[src/rtl/is_array_ctrl.sv]
// is_array_ctrl: tile sequencer for an input-stationary systolic array
// (clear, row-by-row activation preload, weight streaming with backpressure, drain).
module is_array_ctrl #(
    parameter int ROWS      = 4,
    parameter int COLS      = 4,
    parameter int STAGE     = 0,
    parameter int K_W       = 16,
    parameter int DRAIN_LEN = ROWS + COLS + STAGE - 1
) (
    input  logic            clk,
    input  logic            rst_n,
    input  logic            start,
    input  logic [K_W-1:0]  k_len,
    input  logic            abort,
    input  logic            wei_ready,
    output logic            reg_clear,
    output logic            act_rd,
    output logic [ROWS-1:0] act_load,
    output logic            wei_rd,
    output logic            pipeline_en,
    output logic            busy,
    output logic            done
);
    localparam int RW = ROWS > 1 ? $clog2(ROWS) : 1;
    localparam int DW = $clog2(DRAIN_LEN + 1);

    typedef enum logic [2:0] {IDLE, CLEAR, LOAD, COMPUTE, DRAIN, DONE} state_t;

    state_t          state;
    logic [K_W-1:0]  k_reg;
    logic [K_W-1:0]  issue_cnt;
    logic [RW-1:0]   row_cnt;
    logic [DW-1:0]   drain_cnt;
    logic            abort_f;

    always_ff @(posedge clk or negedge rst_n) begin
        if (!rst_n) begin
            state     <= IDLE;
            k_reg     <= '0;
            issue_cnt <= '0;
            row_cnt   <= '0;
            drain_cnt <= '0;
            abort_f   <= 1'b0;
        end else if (abort && state != IDLE) begin
            abort_f   <= 1'b1;
            issue_cnt <= '0;
            row_cnt   <= '0;
            drain_cnt <= '0;
            state     <= state == CLEAR ? IDLE : CLEAR;
        end else begin
            case (state)
                IDLE: if (start) begin
                    k_reg   <= k_len;
                    abort_f <= 1'b0;
                    state   <= CLEAR;
                end
                CLEAR: begin
                    issue_cnt <= '0;
                    row_cnt   <= '0;
                    drain_cnt <= '0;
                    state     <= abort_f ? IDLE : (k_reg == '0 ? DONE : LOAD);
                end
                LOAD: begin
                    row_cnt <= row_cnt + 1'b1;
                    if (row_cnt == RW'(ROWS - 1)) state <= COMPUTE;
                end
                COMPUTE: if (wei_ready) begin
                    issue_cnt <= issue_cnt + 1'b1;
                    if (issue_cnt == k_reg - 1'b1) state <= DRAIN;
                end
                DRAIN: begin
                    drain_cnt <= drain_cnt + 1'b1;
                    if (drain_cnt == DW'(DRAIN_LEN - 1)) state <= DONE;
                end
                DONE:    state <= IDLE;
                default: state <= IDLE;
            endcase
        end
    end

    assign reg_clear   = state == CLEAR;
    assign act_rd      = state == LOAD;
    assign act_load    = act_rd ? ROWS'(1) << row_cnt : '0;
    assign wei_rd      = state == COMPUTE && wei_ready;
    assign pipeline_en = wei_rd || state == DRAIN;
    assign busy        = state != IDLE;
    assign done        = state == DONE;
endmodule

[config.mk]
export PLATFORM = sky130hd
export DESIGN_NAME = is_array_ctrl
export DESIGN_NICKNAME = d
export VERILOG_FILES = /design/src/rtl/is_array_ctrl.sv
export SDC_FILE = /design/constraint.sdc
export NUM_CORES = 1
export LEC_CHECK = 0
export ABC_AREA = 1
export CAP_MARGIN = 20
export CORE_AREA = 2 2 83 85
export CTS_CLUSTER_DIAMETER = 150
export CTS_CLUSTER_SIZE = 28
export DETAILED_ROUTE_END_ITERATION = 8
export DIE_AREA = 0 0 85 87
export HOLD_SLACK_MARGIN = 0.08
export PLACE_DENSITY = 0.65
export SLEW_MARGIN = 40
export SYNTH_ARGS = -nofsm -noshare
export SYNTH_HDL_FRONTEND = slang
export SYNTH_SLANG_ARGS = --single-unit
[constraint.sdc]
create_clock -name clk -period 2.4 [get_ports clk]
set_input_delay 0.24 -clock clk [delete_from_list [all_inputs] [get_ports clk]]
set_output_delay 0.24 -clock clk [all_outputs]
set_load 0.005 [all_outputs]
### Word-level counts from Yosys, hierarchy flattened

Index checks and enable logic that the tools add are counted.

| storage, ports and cells | value |
|---|---|
| register bits after elaboration | 41 |
| input bits | 21 |
| output and inout port bits | 10 |
| logic and storage cells | 61 |

| cells by class | value |
|---|---|
| $add $sub $neg | 4 |
| eq/ne operators | 13 |
| shift operators | 1 |
| multiplexer cells | 21 |
| bitwise gates (word level) | 1 |
| reduce and logical (&&, ||, !) cells | 15 |

Operator list:

| cell | count |
|---|---|
| two-way mux 16 bit | 2 |
| case mux 16 bit (2 select lines) | 1 |
| two-way mux 3 bit | 9 |
| adder 16 x 1 -> 16 bit, second input constant | 1 |
| == test 16 bit | 1 |
| logical NOT 16 bit | 1 |
| subtractor 16 x 1 -> 16 bit, second input constant | 1 |
| case mux 3 bit (5 select lines) | 1 |
| inequality test 3 bit, second input constant | 4 |
| nonzero test 3 bit | 4 |
| == test 3 bit, second input constant | 3 |
| == test 3 x 2 -> 1 bit, second input constant | 2 |
| case mux 3 bit (2 select lines) | 1 |
| AND reduction 5 bit | 1 |
| two-way mux 1 bit | 4 |
| two-way mux 4 bit | 1 |
| case mux 2 bit (2 select lines) | 1 |
| AND reduction 2 bit | 2 |
| nonzero test 2 bit | 2 |
| << shifter 1 x 2 -> 4 bit, first input constant | 1 |
| adder 3 x 1 -> 3 bit, second input constant | 1 |
| == test 3 x 1 -> 1 bit, second input constant | 1 |
| logical NOT 3 bit | 1 |
| inequality test 3 x 1 -> 1 bit, second input constant | 1 |
| 7 further kinds | 8 |

### Logic depth before layout (Yosys ltp)

Gate-level depths: netlist of run 1.

| depth | value |
|---|---|
| depth after elaboration | 6 |
| depth in mapped cells | 16 |
| mapped depth without buffers | 16 |

### Worst setup path before layout of run 1

OpenSTA, ideal clock, no wires.

| path | value |
|---|---|
| path type | register -> register |
| from | register k_reg[0] |
| to | register state[1] |
| setup time | 117 ps |
| arrival time | 1596 ps |
| data required time | 2283 ps |
| slack | 688 ps |
| stages on the path, launching flop included | 14 |
| path buffers | 0 |
| period minus slack after synthesis | 1712 ps |
| path through | dfrtp_1 inv_1 ha_1 nand2_1 nor2_2 o21ai_0 nand2_1 nand2_1 nor3_1 nand3_1 nand2_2 nand2_2 nand2_1 nand2_1 |

| on the way | value |
|---|---|
| cells in the longest elaborated chain, start to end | 5 |
| elaborated cells on any way between the ends | 9 |
| classes of those cells | 1 x add/sub; 2 x eq/ne; 4 x mux; 2 x reduce/logical |

Ends and longest elaborated chain:

| what | line | text |
|---|---|---|
| start: declaration | 30 | `logic [K_W-1:0] k_reg;` |
| start signal: assignment | 53 | `k_reg <= k_len;` |
| branches (longest 5 deep; another with subtractor 16 x 1 -> 16 bit) | - |  |
| end signal: assignment | 49 | `state <= state == CLEAR ? IDLE : CLEAR;` |
| end signal: assignment | 61 | `state <= abort_f ? IDLE : (k_reg == '0 ? DONE : LOAD);` |
| end: declaration | 29 | `state_t state;` |

Parallel ways; which one is timed is not known.
A chain may end at the register's enable or synchronous reset.

### Worst setup path after layout of run 1

| path | value |
|---|---|
| from | register state[2] |
| to | output port pipeline_en |

| on the way | value |
|---|---|
| cells in the longest elaborated chain, start to end | 3 |
| elaborated cells on any way between the ends | 4 |
| classes of those cells | 2 x eq/ne; 2 x reduce/logical |

Ends and longest elaborated chain:

| what | line | text |
|---|---|---|
| == test 3 x 2 -> 1 bit | 84 | `assign wei_rd = state == COMPUTE && wei_ready;` |
| logical AND 1 bit | 84 |  |
| logical OR 1 bit * | 85 | `assign pipeline_en = wei_rd \|\| state == DRAIN;` |
| end: declaration | 20 | `output logic pipeline_en,` |

Every way passes the cells marked *; elsewhere a longest branch is shown, timed or not.

==> results summary, run 1 <==
The flow ran to the end, and the final reports show no timing, DRC or antenna violations. The placed instances occupy a cell area of 3238 um^2. The startpoint identified for the worst register-to-register timing path is k_reg[0]$_DFFE_PN0P_.

The number of setup violations in the final report came out at 0. The number of pins exceeding their max-slew limit in the final report is 0. Setup repair after global routing left no endpoint under its margin.

The final setup TNS came out at 0 ns. Clock tree synthesis inserted a total of 5 buffers. The type of element launching the critical path is a register. The critical path start-end classification is reg2out. Summing the areas of all and, or, nand and nor instances in the mapped netlist gives 35.63% of the synthesized area. At the worst endpoint, the required time is 2.16 ns. The cell area that synthesis handed to floorplanning was 2869 um^2. The number of warning messages in the yosys log came out at 0.

The fraction of post-synthesis cell area in the top cell type by area came out at 35.76%. Across the VDD grid, the largest voltage drop is 0.5238 mV. The total number of vias is 2508. The clock network latency to the later pin of the worst-skew pair came out at 0.29 ns. The gate count of the mapped netlist is 394. Clock tree synthesis found a total of 41 sinks. The largest net degree at the start of global routing came out at 42. The number of nets in the final layout came out at 458. The cell accounting for the most synthesized area is sky130_fd_sc_hd__dfrtp_1. The height of the die is 87 um. The quantity of I/O buffers inserted on ports is 30.

In this run the worst hold path is classified as in2async. After the first detailed-routing iteration, the DRC count stood at 119. The share of final-layout standard cells stronger than drive strength 1 is 11.92%. The proportion of register bits with asynchronous set or reset after synthesis is 100.0%. For the pin with the worst max-slew slack, the measured transition is 0.5462 ns. The relative max-transition margin is 63.58%. The total core area is 6569 um^2.

The power density over the cells is 958.6 nW/um^2. The flop and latch count out of synthesis came out at 41. The maximum frequency from static timing analysis is 486.4 MHz. The setup slack on the worst flop-to-flop path is 0.41 ns. Once the floorplan was initialized, standard cells occupied 43.68% of the core. The share of the Yosys chip area taken by registers is 35.76%.

In this run, synthesis inferred 0 flip-flops with an integrated enable. After synthesis, the largest family of logic cells by area is simple AND/OR/NAND/NOR gates. The post-route minimum period is 2.056 ns. The overall fraction of global-route tracks in use is 19.56%. During I/O placement, the number of pins put on the boundary was 31. The cell depth of the worst flop-to-flop path came out at 13. In this run, distinct cell masters in the synthesized netlist total 32. After clock tree synthesis, the clock-pin slew on the worst setup and hold paths is 0.08 ns. At the end of routability-driven placement, the weighted congestion stood at 0.8574. The number of hold violations in the final report was 0. The post-route antenna net violation count is 0. The detailed-route DRC error count came out at 0.

The sequential standard cell area is 1026 um^2. The cell area after layout is 3334 um^2. The final cycle utilization of the critical path is 85.66%. The initial antenna violation count is 0. The number of nets produced by synthesis is 424. The worst register-to-register path ends at state[1]$_DFFE_PN0P_. The routed wire length came out at 6.667 mm. The largest fanout on the critical path came out at 6. The clock skew after layout is 0.004711 ns. The post-synthesis compound-gate area fraction is 8.940%. The die is 85 um wide.

The post-CTS setup-driven buffer insertion count is 0. After synthesis, the cell types taking the most area are sky130_fd_sc_hd__dfrtp_1 (36%), sky130_fd_sc_hd__nand2_1 (12%), sky130_fd_sc_hd__inv_1 (6.7%), sky130_fd_sc_hd__nor2_1 (6.1%), sky130_fd_sc_hd__o21ai_0 (5.4%). Each instance of the synthesized netlist takes up on average 7.282 um^2. The total area of multi-input combinational cells came out at 1597 um^2. The half-perimeter wire length after placement is 5.132 mm. In the final routed layout, each cell accounts on average for 13.12 um. The sum of internal, switching and leakage power is 3196 uW.

The xor-xnor portion of the synthesized cell area came out at 5.190%. The area growth from synthesis to layout is 16.22%. The most used flip-flop cell after synthesis is sky130_fd_sc_hd__dfrtp_1. The area share of fa/ha/maj cells after synthesis is 3.925%. The row count came out at 30.

The die covers 7395 um^2. In this run the static leakage power is 0.001542 uW. Across the run, the number of max-cap violations was 0. The first TritonRoute pass finished after 4 iterations. The tree is rooted in a sky130_fd_sc_hd__clkbuf_8. The data arrival time of the critical path came out at 1.82 ns. 0 antenna diodes ended up in the layout.

The first global-routing pass estimated 11.55 mm of wire. The total of fill cells in the finished design is 657. STA classifies the critical path endpoint as a primary output. The clock passes through at most 2 buffers. After global routing the overflow that remains totals 0. The number of vias per cell after detailed routing came out at 4.937. TritonCTS built the clock tree.

The fraction of synthesized area in multiplexers is 1.962%. The level count of the clock H-tree is 2. The number of global-route vias before repair is 2479.
logic make-up (layout without fill, tap and decap cells):
| kind of cell | Yosys count | in the layout |
|---|---|---|
| muxes | 5 | 5 |
| xor gates and xnor gates | 17 | 17 |
| DFF | 41 | 41 |
| AOI/OAI and AO/OA | 48 | 48 |
| and+or+nand+nor | 213 | 213 |
| adders and majority gates | 9 | 9 |
| buffers and inverters | 61 | 95 |
how the worst max path moves through the flow:
stage,depth (start not counted),to,slack [ns],from
2_1_floorplan,13,state[1]$_DFFE_PN0P_,0.69,k_reg[0]$_DFFE_PN0P_
3_3_place_gp,9,issue_cnt[3]$_DFFE_PN0P_,0.39,abort
3_5_place_dp,9,issue_cnt[3]$_DFFE_PN0P_,0.40,abort
4_1_cts,4,pipeline_en,0.34,state[2]$_DFFE_PN0P_
5_1_grt,13,state[0]$_DFFE_PN0P_,0.17,k_reg[0]$_DFFE_PN0P_
6_report,4,pipeline_en,0.34,state[2]$_DFFE_PN0P_
power by group:
group,total (uW),switching (uW),internal (uW)
combinational,1620,1010,606
sequential,1100,229,871
clock,477,248,229
total,3200,1490,1710
cells in the mapped netlist (2+ instances only):
| cell | instances |
|---|---|
| sky130_fd_sc_hd__nand2_1 | 92 |
| sky130_fd_sc_hd__inv_1 | 51 |
| sky130_fd_sc_hd__nor2_1 | 47 |
| sky130_fd_sc_hd__dfrtp_1 | 41 |
| sky130_fd_sc_hd__o21ai_0 | 31 |
| sky130_fd_sc_hd__nand3_1 | 29 |
| sky130_fd_sc_hd__xor2_1 | 13 |
| sky130_fd_sc_hd__ha_1 | 9 |
| sky130_fd_sc_hd__a21oi_1 | 7 |
| sky130_fd_sc_hd__nor2_2 | 7 |
| sky130_fd_sc_hd__nor2_4 | 7 |
| sky130_fd_sc_hd__nor3_1 | 7 |
| sky130_fd_sc_hd__nand2_2 | 6 |
| sky130_fd_sc_hd__inv_2 | 5 |
| sky130_fd_sc_hd__mux2_2 | 5 |
| sky130_fd_sc_hd__nor3_2 | 5 |
| sky130_fd_sc_hd__o21ai_1 | 4 |
| sky130_fd_sc_hd__xnor2_1 | 4 |
| sky130_fd_sc_hd__nand3b_1 | 3 |
| sky130_fd_sc_hd__nand4_1 | 3 |
| sky130_fd_sc_hd__a21oi_2 | 2 |
| sky130_fd_sc_hd__a31oi_1 | 2 |
| sky130_fd_sc_hd__buf_2 | 2 |
| sky130_fd_sc_hd__buf_6 | 2 |
| sky130_fd_sc_hd__nand2_4 | 2 |
| sky130_fd_sc_hd__nand3_2 | 2 |
metal layers:
metal,part of all wire (%),track usage [%]
met5,0,0
met4,0.94,5.916
met3,3.2,3.412
met2,47,32.24
met1,49,26.37
critical path, cell delays in order (launching register included):
cell                              delay [ns]
sky130_fd_sc_hd__dfrtp_1                0.48
sky130_fd_sc_hd__inv_1                  0.14
sky130_fd_sc_hd__nand3_2                0.16
sky130_fd_sc_hd__o21ai_0                0.21
sky130_fd_sc_hd__clkdlybuf4s50_1        0.53
stage by stage:
step	setup WS (ns)	utilization, %	hold slack (ns)	std cells
final	0.3442	50.76	0.4610	508
after CTS	0.3364	50.76	0.4971	508
after floorplan	0.6876	-	-0.05559	394
after detailed placement	0.3992	49.30	0.2708	500
after global routing	0.1741	50.76	0.5151	508
after global placement	0.3944	49.26	0.4361	500
area by class of cell:
class	count	share of cell area, %
Timing Repair Buffer	32	9.456
Inverter	56	6.304
Clock buffer	7	2.589
Tap cell	80	3.002
Multi-Input combinational cell	292	47.88
Sequential cell	41	30.77
cell usage in the layout (no fill, tap or decap), types with 3 or more instances in the layout:
cell and instances:
sky130_fd_sc_hd__a21oi_1 7, sky130_fd_sc_hd__nand3_1 29, sky130_fd_sc_hd__o21ai_0 31, sky130_fd_sc_hd__dfrtp_1 41
sky130_fd_sc_hd__clkdlybuf4s50_1 29, sky130_fd_sc_hd__inv_1 51, sky130_fd_sc_hd__o21ai_1 4, sky130_fd_sc_hd__mux2_2 5
sky130_fd_sc_hd__nand3b_1 3, sky130_fd_sc_hd__nand2_1 92, sky130_fd_sc_hd__inv_2 5, sky130_fd_sc_hd__ha_1 9
sky130_fd_sc_hd__nand4_1 3, sky130_fd_sc_hd__xnor2_1 4, sky130_fd_sc_hd__nor3_2 5, sky130_fd_sc_hd__nor2_1 47
sky130_fd_sc_hd__nor2_4 7, sky130_fd_sc_hd__clkbuf_8 6, sky130_fd_sc_hd__nand2_2 6, sky130_fd_sc_hd__xor2_1 13
sky130_fd_sc_hd__nor2_2 7, sky130_fd_sc_hd__nor3_1 7
timing repair:
item	in CTS	in global routing
endpoints found under the setup margin	0	0
hold buffers	1	0
endpoints found under the hold margin	41	0
resized for setup	0	0
Power figures use the tool's default switching activity.
==> run 2: changes to the inputs <==
Settings changed: SKIP_LAST_GASP from default to 1.
==> results of run 2 <==
Same layout as run 1: the final DEF is identical, and so are final timing and power.
==> run 3: changes to the inputs <==
Settings changed: RECOVER_POWER from default to 100.
Clock period 2.4 ns to 2.3 ns, I/O delays scaled along.
==> results summary, run 3 (synthesized netlist as in run 1, its figures left out) <==
The final setup TNS came out at 0 ns (unchanged). The initial DRC count came out at 146 (was 119). The post-detailed-route wirelength per cell came out at 12.86 um (was 13.12 um).

The die extent in x is 85 um (unchanged). The met3 wirelength from detailed routing came out at 179 um (was 213 um). The routed length on met1 came to 3.166 mm (was 3.239 mm). The power density over the cells is 988.2 nW/um^2 (was 958.6 nW/um^2). The clock network latency to the later pin of the worst-skew pair came to 0.30 ns (was 0.29 ns). The utilization of the core after routing is 50.27% (was 50.76%). The largest net degree at the start of global routing is 42 (unchanged). The row count is 30 (unchanged).

The height of the die is 87 um (unchanged). The required arrival time at the worst endpoint came out at 2.07 ns (was 2.16 ns). The type of element launching the critical path is a register (unchanged). The endpoint kind of the worst setup timing path is a primary output (unchanged). The half-perimeter wire length after placement came out at 5.112 mm (was 5.132 mm). The placed instance area was 3246 um^2 (was 3238 um^2). The number of vias per cell after detailed routing is 4.937 (about the same). The final cycle utilization of the critical path came out at 93.77%. The clock skew after layout came out at 0.004838 ns (was 0.004711 ns). The routed wire length is 6.561 mm (was 6.667 mm).

The worst hold margin is 0.4936 ns (was 0.4610 ns). The overall fraction of global-route tracks in use is 19.48% (was 19.56%). The floorplan die area was 7395 um^2 (unchanged). The effective utilization at floorplan came out at 43.68% (unchanged). The number of setup violations in the final report came out at 0 (unchanged). The relative max-transition margin is 29.45% (was 63.58%).

The detailed route wirelength on metal2 is 3.148 mm (was 3.151 mm). The cell area after layout was 3302 um^2 (was 3334 um^2). The total of fill cells in the finished design was 666 (was 657). The share of final-layout standard cells stronger than drive strength 1 is 9.767% (was 11.92%). The area growth from synthesis to final layout came to 15.09% (was 16.22%). The total of hold buffers inserted after clock tree synthesis came to 1 (unchanged). The reported leakage power came out at 0.001540 uW (was 0.001542 uW).

The slew of the pin with the lowest slew margin came out at 1.058 ns (was 0.5462 ns). Run status: finished, final reports clean (unchanged). The number of detailed-route iterations in the first pass came out at 5 (was 4). The number of pins exceeding their max-slew limit in the final report is 0 (unchanged). The maximum frequency from static timing analysis came out at 463.7 MHz.

The smallest clock period supported by the final layout is computed as 2.157 ns. The number of global-route vias before repair is 2517 (was 2479). The maximum vdd ir drop is 0.6055 mV (was 0.5238 mV).

The diode insertion count for antenna repair is 0 (unchanged). Commonest cells after routing, fill and taps aside: sky130_fd_sc_hd__nand2_1 (93), sky130_fd_sc_hd__inv_1 (53), sky130_fd_sc_hd__nor2_1 (49) (was sky130_fd_sc_hd__nand2_1 (92), sky130_fd_sc_hd__inv_1 (51), sky130_fd_sc_hd__nor2_1 (47)). The type of the tightest min-delay check is in2reg (was in2async). The post-CTS setup-driven buffer insertion count came out at 0 (unchanged). The post-route antenna net violation count came out at 0 (unchanged).

The first-pass GRT wire length is 11.67 mm (was 11.55 mm). The CTS tree is built (unchanged). Unrepaired setup endpoints after global routing: no (unchanged). The setup slack on the worst flop-to-flop path was 0.28 ns (was 0.41 ns).

The critical path start-end classification is reg2out (unchanged). The uppermost layer routed is met4 (unchanged). The buffer depth of the longest clock path is 2 (unchanged).

The total I/O pin count came out at 31 (unchanged). The number of buffers inserted during clock tree synthesis came out at 5 (unchanged). The data arrival time of the critical path came out at 1.93 ns (was 1.82 ns). The quantity of I/O buffers inserted on ports is 30 (unchanged). The count of instances resized after the clock tree is built was 0 (unchanged).

The register clock-pin slew on the reported worst setup and hold paths came out at 0.08 ns (about the same). The level count of the clock H-tree was 2 (unchanged). The leading cell type in the layout, fill and taps excluded is sky130_fd_sc_hd__nand2_1 (unchanged). The total number of vias came out at 2518 (was 2508).

The number of hold violations in the final report came out at 0 (unchanged). The largest fanout on the critical path was 5 (was 6). The number of nets in the final layout is 459 (was 458). The sum of internal, switching and leakage power is 3263 uW (was 3196 uW). The total core area came out at 6569 um^2 (unchanged). The cell at the root of the clock tree is sky130_fd_sc_hd__clkbuf_8 (unchanged). The detailed-route DRC error count is 0 (unchanged). The global-route congestion overflow total was 0 (unchanged). The CTS sink count is 41 (unchanged). The initial antenna violation count came out at 0 (unchanged). The number of violations of the max-capacitance limit is 0 (unchanged). The final weighted congestion of routability-driven global placement is 0.8429 (was 0.8574).
-- run 3: per-layer routing --
metal  up-vias  global-route usage (%)
met5         -                       0
li1       1318                       -
met4         0                   5.051
met3         5                   3.318
met1      1160                   26.05
met2        35                   32.81
-- run 3: per-stage QoR --
| stage | std cells | setup WS, ns |
|---|---|---|
| after floorplan | 394 | 0.5876 |
| after global placement | 501 | 0.3116 |
| after detailed placement | 501 | 0.3152 |
| after CTS | 510 | 0.2214 |
| after global routing | 510 | 0.02546 |
| final | 510 | 0.1434 |
-- run 3: final timing paths --
check / startpoint / endpoint / cells past startpoint
max: state[0]$_DFFE_PN0P_ / reg_clear / 3
min: k_len[6] / k_reg[6]$_DFFE_PN0P_ / 3
max reg2reg: state[0]$_DFFE_PN0P_ / issue_cnt[11]$_DFFE_PN0P_ / 10
min reg2reg: abort_f$_DFFE_PN0P_ / abort_f$_DFFE_PN0P_ / 2
max in group asynchronous: rst_n / issue_cnt[6]$_DFFE_PN0P_ / 2
min in group asynchronous: rst_n / k_reg[15]$_DFFE_PN0P_ / 2
-- run 3: report_power, final --
part	internal [uW]	switching (uW)	total, uW
Sequential	909	229	1140
Combinational	617	1030	1650
Clock	216	256	473
-- run 3: area by class of cell --
| type | count | area (um^2) | share of cell area, % |
|---|---|---|---|
| multi-input combinational | 292 | 1565 | 47.40 |
| sequential | 41 | 1026 | 31.07 |
| timing repair buffer | 33 | 320.3 | 9.701 |
| inverter | 56 | 210.2 | 6.366 |
| tap | 80 | 100.1 | 3.031 |
| clock buffer | 8 | 80.08 | 2.425 |
-- run 3: worst max-delay path, cell delays in order, from the launching register on --
cell	delay, ns
sky130_fd_sc_hd__dfrtp_1	0.43
sky130_fd_sc_hd__inv_1	0.13
sky130_fd_sc_hd__nor3_1	0.45
sky130_fd_sc_hd__clkdlybuf4s50_1	0.61
